--- src/rtl/uart_rx_fifo.sv ---
// uart_rx_fifo: receive-side byte FIFO sitting behind a UART phy.
// Stores {overrun, byte} entries, reports occupancy/almost_full and keeps a
// sticky framing-error flag. Define UART_RX_FIFO_ERRCNT_EN to add saturating
// frame_count / overrun_count outputs.
module uart_rx_fifo #(
  parameter int FIFO_DEPTH_LOG2 = 4,
  parameter int AFULL_LEVEL     = 12
) (
  input  logic                     clk,
  input  logic                     reset,
  output logic                     in_ready,
  input  logic                     in_valid,
  input  logic [7:0]               in_data,
  input  logic [1:0]               in_error,
  input  logic                     out_ready,
  output logic                     out_valid,
  output logic [7:0]               out_data,
  output logic                     out_overrun,
  output logic [FIFO_DEPTH_LOG2:0] level,
  output logic                     almost_full,
  output logic                     frame_error,
  input  logic                     err_clear
`ifdef UART_RX_FIFO_ERRCNT_EN
  ,
  output logic [7:0]               frame_count,
  output logic [7:0]               overrun_count
`endif
);

  localparam int DEPTH = 1 << FIFO_DEPTH_LOG2;
  localparam int LW    = FIFO_DEPTH_LOG2 + 1;
  localparam logic [LW-1:0] DEPTH_L = LW'(DEPTH);
  localparam logic [LW-1:0] AFULL_L = LW'(AFULL_LEVEL);

  logic [8:0]                 mem_q [DEPTH];
  logic [FIFO_DEPTH_LOG2-1:0] wr_ptr_q, wr_ptr_d;
  logic [FIFO_DEPTH_LOG2-1:0] rd_ptr_q, rd_ptr_d;
  logic [LW-1:0]              level_q, level_d;
  logic                       ferr_q, ferr_d;
  logic                       push, pop;

  // Handshakes depend only on registered level, so a byte pushed into an
  // empty FIFO can never be popped in the same cycle.
  assign in_ready    = (level_q < DEPTH_L);
  assign out_valid   = (level_q != '0);
  assign push        = in_valid && in_ready;
  assign pop         = out_valid && out_ready;
  assign out_data    = mem_q[rd_ptr_q][7:0];
  assign out_overrun = mem_q[rd_ptr_q][8];
  assign level       = level_q;
  assign almost_full = (level_q >= AFULL_L);
  assign frame_error = ferr_q;

  // Next-state for pointers, occupancy and the sticky framing flag.
  always_comb begin
    wr_ptr_d = push ? wr_ptr_q + 1'b1 : wr_ptr_q;
    rd_ptr_d = pop  ? rd_ptr_q + 1'b1 : rd_ptr_q;
    level_d  = level_q;
    case ({push, pop})
      2'b10:   level_d = level_q + 1'b1;
      2'b01:   level_d = level_q - 1'b1;
      default: level_d = level_q;
    endcase
    // set has priority over clear
    ferr_d = ferr_q;
    if (err_clear)   ferr_d = 1'b0;
    if (in_error[1]) ferr_d = 1'b1;
  end

  // Storage array; contents are don't-care after reset, so it has none.
  always_ff @(posedge clk) begin
    if (push) mem_q[wr_ptr_q] <= {in_error[0], in_data};
  end

  // Control state registers with synchronous reset.
  always_ff @(posedge clk) begin
    if (reset) begin
      wr_ptr_q <= '0;
      rd_ptr_q <= '0;
      level_q  <= '0;
      ferr_q   <= 1'b0;
    end else begin
      wr_ptr_q <= wr_ptr_d;
      rd_ptr_q <= rd_ptr_d;
      level_q  <= level_d;
      ferr_q   <= ferr_d;
    end
  end

`ifdef UART_RX_FIFO_ERRCNT_EN
  logic       ferr_prev_q;
  logic [7:0] fcnt_q, fcnt_d;
  logic [7:0] ocnt_q, ocnt_d;
  logic       f_inc, o_inc;

  assign f_inc         = in_error[1] && !ferr_prev_q;
  assign o_inc         = push && in_error[0];
  assign frame_count   = fcnt_q;
  assign overrun_count = ocnt_q;

  // Saturating counters; a clear coinciding with an increment leaves 1.
  always_comb begin
    fcnt_d = fcnt_q;
    ocnt_d = ocnt_q;
    if (err_clear)                    fcnt_d = {7'd0, f_inc};
    else if (f_inc && fcnt_q != 8'hFF) fcnt_d = fcnt_q + 8'd1;
    if (err_clear)                    ocnt_d = {7'd0, o_inc};
    else if (o_inc && ocnt_q != 8'hFF) ocnt_d = ocnt_q + 8'd1;
  end

  // Counter registers plus the previous framing level for edge detection.
  always_ff @(posedge clk) begin
    if (reset) begin
      ferr_prev_q <= 1'b0;
      fcnt_q      <= '0;
      ocnt_q      <= '0;
    end else begin
      ferr_prev_q <= in_error[1];
      fcnt_q      <= fcnt_d;
      ocnt_q      <= ocnt_d;
    end
  end
`endif

endmodule

--- config.mk ---
export PLATFORM = sky130hd
export DESIGN_NAME = uart_rx_fifo
export DESIGN_NICKNAME = d
export VERILOG_FILES = /design/src/rtl/uart_rx_fifo.sv
export SDC_FILE = /design/constraint.sdc
export NUM_CORES = 1
export LEC_CHECK = 0
export CAP_MARGIN = 20
export CORE_ASPECT_RATIO = 1.2
export CORE_MARGIN = 5
export CORE_UTILIZATION = 45
export CTS_BUF_LIST = sky130_fd_sc_hd__clkbuf_16
export CTS_CLUSTER_DIAMETER = 50
export DETAILED_ROUTE_END_ITERATION = 7
export DONT_BUFFER_PORTS = 1
export HOLD_SLACK_MARGIN = 0.1
export MAX_ROUTING_LAYER = met4
export PLACE_DENSITY = 0.6
export SYNTH_ARGS = -nofsm -noshare
export SYNTH_HDL_FRONTEND = slang
export SYNTH_SLANG_ARGS = --single-unit
--- constraint.sdc ---
create_clock -name clk -period 2.85 [get_ports clk]
set_input_delay 0.285 -clock clk [delete_from_list [all_inputs] [get_ports clk]]
set_output_delay 0.285 -clock clk [all_outputs]
set_load 0.005 [all_outputs]
# == After elaboration in Yosys (flattened, before gate mapping) ==
# Memories as Yosys holds them, arrays and structs flattened. A register that Yosys moved wholly into a read port is not among the register bits.
# Index checks and enable logic that the tools add are counted.
# word_totals
regBits,14
mem_bits_rw,144
in_bits,15
elab_cells,25
n_memories,1
# memory_table
memory,depth,width,rd,rd_ports_with_merged_regs,wr,line,source
mem_q,16,9,1,1,1,35,logic [8:0] mem_q [DEPTH];
# classes
add_sub_neg,4
order_cmp,2
eq_ne,2
n_mux,7
n_reduce_logical,5
# op_table
operator,n
$pmux W5 S2,1
$add A4 B1 Y4 const B,2
$mux W4,2
$add A5 B1 Y5 const B,1
$ge A5 B4 Y1 const B,1
$lt A5 B5 Y1 const B,1
$reduce_bool A5 Y1,1
$sub A5 B1 Y5 const B,1
$mux W1,4
$reduce_bool A2 Y1,2
$eq A2 B1 Y1 const B,1
$eq A2 B2 Y1 const B,1
$logic_and A1 B1 Y1,2

# == Depth between registers and ports, before layout ==
# Gate-level depths: netlist of the first run.
# depth
word_depth,4
ltp_mapped,12
ltp_nobuf,10

# == Worst setup path after synthesis of the first run ==
# OpenSTA, ideal clock, no wires.
# synth_path
path_kind,register to register
from,register level_q[2] (netlist: level[2])
to,register level_q[4] (netlist: level[4])
setup_time_ns,0.123
arrival_time_ns,2.602
setup_slack_ns,0.124
path_stages_with_launch,12
n_path_buf,2
period_less_slack_ns,2.726
cell_sequence,dfxtp_1 -> buf_6 -> or3_4 -> o31ai_4 -> inv_1 -> ha_1 -> clkbuf_1 -> xor2_1 -> ha_1 -> a22o_1 -> a32oi_1 -> mux2_1
# synth_via
elab_chain_len,4
word_cells_on_any_way,10
classes_between,add/sub: 2; order compare: 1; eq/ne: 2; mux: 1; reduce/logical: 4
# synth_lines
element,line,source
from (decl),38,"logic [LW-1:0] level_q, level_d;"
from (signal assigned),85,level_q <= level_d;
$reduce_bool A5 Y1 (*),45,assign out_valid = (level_q != '0);
$logic_and A1 B1 Y1 (*),47,assign pop = out_valid && out_ready;
net pop,40,"logic push, pop;"
$eq A2 B1 Y1 or $eq A2 B2 Y1 (tied branches),59,"case ({push, pop})"
$pmux W5 S2 or $reduce_bool A2 Y1 (tied branches),-,
# The timed path passes the listed nets; every way through them passes the cells marked *.
# A chain may end at the register's enable or synchronous reset.

# == Final worst setup path of the first run ==
# layout_path
from,register level_q[1] (netlist: level[1])
to,register level_q[4] (netlist: level[4])
# Same word-level chain as after synthesis.

==> metrics.md, run 1 <==
| Metric | Value |
|---|---|
| Outcome | `finished, final reports clean` |
| Number of I/O port buffers | `0` |
| CTS H-tree depth | `4` |
| Effective utilization at floorplan | `45.6%` |
| Type of the worst setup path | `flop to flop` |
| Maximum single-stage delay on the critical path | `0.46 ns` |
| Die footprint | `17000 um^2` |
| Nature of the critical path startpoint | `flop` |
| Unrepaired setup endpoints after global routing | `no` |
| Remaining design rule violation count | `0` |
| Hold Vio Cnt, Final | `0` |
| Vertical die dimension | `142 um` |
| Synth Area in Adders | `1.34%` |
| Slowest stage cell on the critical path | `or3_4` |
| Critical Path Most Common Cell | `ha_1` |
| Area added between synthesis and finish | `14.7%` |
| Via count | `3291` |
| Largest area contributor in the netlist | `edfxtp_1` |
| Most heavily used metal layer in global routing | `met2` |
| Final worst hold slack | `0.110 ns` |
| Fraction of power consumed by combinational cells | `between 10% and 20%` |
| Largest net degree at the start of global routing | `37` |
| Power density over the cells | `769 nW/um^2` |
| Sequential cell area fraction in the yosys report | `71.9%` |
| Via count of the first global-routing pass | `between 3000 and 4000` |
| Register share of total power | `48.0%` |
| Slew Limit Headroom | `47.8%` |
| Number of buffers inserted during clock tree synthesis | `17` |
| Worst Path Buf+Inv | `1` |
| Internal power contribution | `about 4.4 mW` |
| Share of synthesized cell area in and, or, nand and nor gates | `around 6%` |
| Worst-margin pin slew | `between 0.7 and 0.8 ns` |
| Combinational family with the most area after synthesis | `multiplexers` |
| Core occupancy in the finished layout | `a little over half` |
| Tcrit/Tclk final | `93.3%` |
| Core box area | `~14000 um^2` |
| Arr. time, crit path | `between 2 and 3 ns` |
| GR met2 Demand/Resource | `26.7%` |
| Non-filler instance count after layout | `581` |
| Highest net fanout along the worst path | `7` |
| Ratio of cells with drive above 1 in the final layout | `about a fifth` |
| Sum of internal, switching and leakage power | `5.75 mW` |
| Clock share of power | `between 30% and 40%` |
| Final weighted congestion of routability-driven global placement | `0.775` |
| Share of the synthesized area in compound gates (AO/OA/AOI/OAI) | `4.09%` |
| Share of async-settable or async-resettable flops after synthesis | `0%` |
| Source-to-sink clock delay at the later pin of the worst-skew pair | `0.43 ns` |
| Global-route track usage on met3 | `4.15%` |
| Number of nets at the end of the flow | `417` |
| Number of warnings reported in the yosys synthesis log | `0` |
| Number of rows in the core area | `48` |
| Nature of the critical path endpoint | `flop` |
| Total count of max-transition violations in the final report | `0` |
| Number of antenna violations at the first check in global routing | `0` |
| Cell types with the largest area share after synthesis | `edfxtp_1 66%, mux4_2 8.6%, dfxtp_1 5.5%` |
| Clock tree from TritonCTS | `done` |
| Antenna-violating nets left | `0` |
| Global-route wire length before repair | `19900 um` |
| Number of top-level design ports | `33` |
| Wirelength, routed | `between 10000 and 15000 um` |
| Leading cell types in the layout, fill and taps excluded | `144 x edfxtp_1, 30 x nor2_1, 25 x mux4_2, 25 x nand2_1, 22 x buf_4` |
| Number of gates resized after CTS | `0` |
| Worst-path clk slew | `0.06 ns` |
| Width of the chip | `120 um` |
| First drt pass iteration count | `4` |
| Minimum period implied by the final worst setup slack | `2.66 ns` |
| Required time worst endpoint | `3.16 ns` |
| Worst voltage drop across the vdd grid | `0.442 mV` |
| Global routing usage summed across all routing layers | `between 10% and 20%` |
| Drt wl/cell | `between 20 and 25 um` |
| Met1 routing resource usage after global routing | `20.4%` |
| Distinct cells, synth | `40` |
| Clock tree root buffer cell | `clkbuf_16` |
| Share of cell area taken by muxes after synthesis | `13.6%` |
| Number of synthesized flops with an enable pin | `144` |
| Initial detailed-routing violation count | `312` |
| Main flop type after synthesis | `edfxtp_1` |
| Total number of clock tree sinks | `162` |
| Cell total after placement | `538` |
| Final setup skew | `~0.007 ns` |
| Post-synthesis instance total | `between 300 and 400` |
| Inserted Diodes | `0` |
| Worst path top cell family by delay | `compound AO/OA/AOI/OAI gates` |
| Synth Cell Area | `roughly 6500 um^2` |
| Synthesized net count | `between 300 and 400` |
| Power spent charging and discharging nets | `1.38 mW` |
| Synthesized-area fraction occupied by xor and xnor cells | `0.806%` |
| Maximum root-to-sink buffer count | `2` |
| Max Cap Viol | `0` |
| Hold WC Path Type | `primary input to flop` |
| Grt total ovfl | `0` |
| HPWL after DPL | `7650 um` |
| Final setup violation count | `0` |
| Worst path cell trace | `or3_4 -> o31ai_4 -> inv_1 -> ha_1 -> xor2_1 -> ha_1 -> a22o_1 -> a32oi_1 -> mux2_1` |
| DR vias/cell | `5.66` |
| Number of synthesized register bits | `about 160` |
| Total negative slack | `0 ns` |
| Pleak | `2.49 nW` |
| Most common cell after layout, fill and taps aside | `edfxtp_1` |
| Switching part of the total power | `a little under a quarter` |
| Max frequency | `376 MHz` |
| Mean Syn Cell Area | `~18 um^2` |
| Synth top area share | `66.3%` |
## layout make-up
type,instances,area [um^2]
clock inverters,13,106
inverters,6,25.0
repair buffers,37,335
clock buffers,17,425
flip-flops and latches,162,4690
well taps,175,219
fillers,1153,6820
multi-input cells,171,1680
## power groups by stage
stage | Combinational (mW) | Clock [mW] | Sequential [mW]
2_1_floorplan | 0.731 | 0 | 2.78
3_3_place_gp | 0.882 | 0 | 2.81
3_5_place_dp | 0.887 | 0 | 2.81
4_1_cts | 0.937 | 2.12 | 2.76
5_1_grt | 1.02 | 2.24 | 2.77
6_report | 0.919 | 2.07 | 2.76
## stage by stage
stage          area, um^2  setup slack, ns
2_1_floorplan        6520            0.124
3_3_place_gp         6820            0.231
3_5_place_dp         6820            0.193
4_1_cts              7480            0.182
5_1_grt              7480           0.0257
6_report             7480            0.191
## sequential cells by signal (all words and copies together) (netlist names), named ones only
| name | cells |
|---|---|
| frame_error | 1 |
| level | 5 |
| wr_ptr_q | 4 |
| rd_ptr_q | 4 |
| mem_q | 144 |
## cells in the mapped netlist (2+ instances only)
| cell type | number |
|---|---|
| edfxtp_1 | 144 |
| xor2_1 | 6 |
| mux2_1 | 2 |
| nor4b_1 | 3 |
| nand3_1 | 5 |
| o21ai_0 | 2 |
| dfxtp_1 | 18 |
| a21oi_1 | 7 |
| buf_4 | 2 |
| buf_6 | 3 |
| nor2_1 | 30 |
| clkbuf_1 | 6 |
| nand2_1 | 25 |
| a22oi_1 | 18 |
| nand2b_1 | 4 |
| inv_1 | 5 |
| mux4_1 | 11 |
| ha_1 | 7 |
| nor3_1 | 5 |
| buf_1 | 4 |
| buf_2 | 3 |
| a22o_1 | 2 |
| a32oi_1 | 2 |
| mux4_2 | 25 |
| nor2b_1 | 5 |
## worst paths after layout
| check | start | end | slack [ns] | cells after the start |
|---|---|---|---|---|
| max | level[1] | level[4] | 0.19 | 9 |
| min | out_ready | rd_ptr_q[0] | 0.11 | 3 |
| max reg2reg | level[1] | level[4] | 0.19 | 9 |
| min reg2reg | rd_ptr_q[1] | rd_ptr_q[1] | 0.52 | 2 |
## worst register-to-register path: stages (launching register included)
cell	delay, ns
dfxtp_1	0.39
or3_4	0.46
o31ai_4	0.26
inv_1	0.08
ha_1	0.21
xor2_1	0.15
ha_1	0.21
a22o_1	0.23
a32oi_1	0.23
mux2_1	0.33
## what timing repair did
action                                 CTS  global route
hold buffers                            13             0
buffers inserted                         0             0
endpoints found under the hold margin  162             0
## routing by layer
metal  wire (um)  vias to the layer above  share of wire [%]
li1            -                     1505                  -
met1        5140                     1685                 41
met2        6390                       89                 51
met3         739                       12                5.9
met4         167                        0                1.3
met5           0                        -                  0
## cells by family after synthesis
family                   count (synthesis)
flip-flops                             162
AND/OR/NAND/NOR                         84
multiplexers                            39
AO/OA/AOI/OAI                           35
buffers and inverters                   26
adder cells (fa/ha/maj)                  7
XOR/XNOR                                 6
(Power assumes the default switching activity.)
==> run 2: changes to the inputs <==
--- a/config.mk
+++ b/config.mk
@@ -13,6 +13,7 @@
 export CTS_CLUSTER_DIAMETER = 50
 export DETAILED_ROUTE_END_ITERATION = 7
 export DONT_BUFFER_PORTS = 1
+export GPL_ROUTABILITY_DRIVEN = 0
 export HOLD_SLACK_MARGIN = 0.1
 export MAX_ROUTING_LAYER = met4
 export PLACE_DENSITY = 0.6
==> results of run 2 <==
The final DEF is identical to that of run 1; final timing and power are the same.
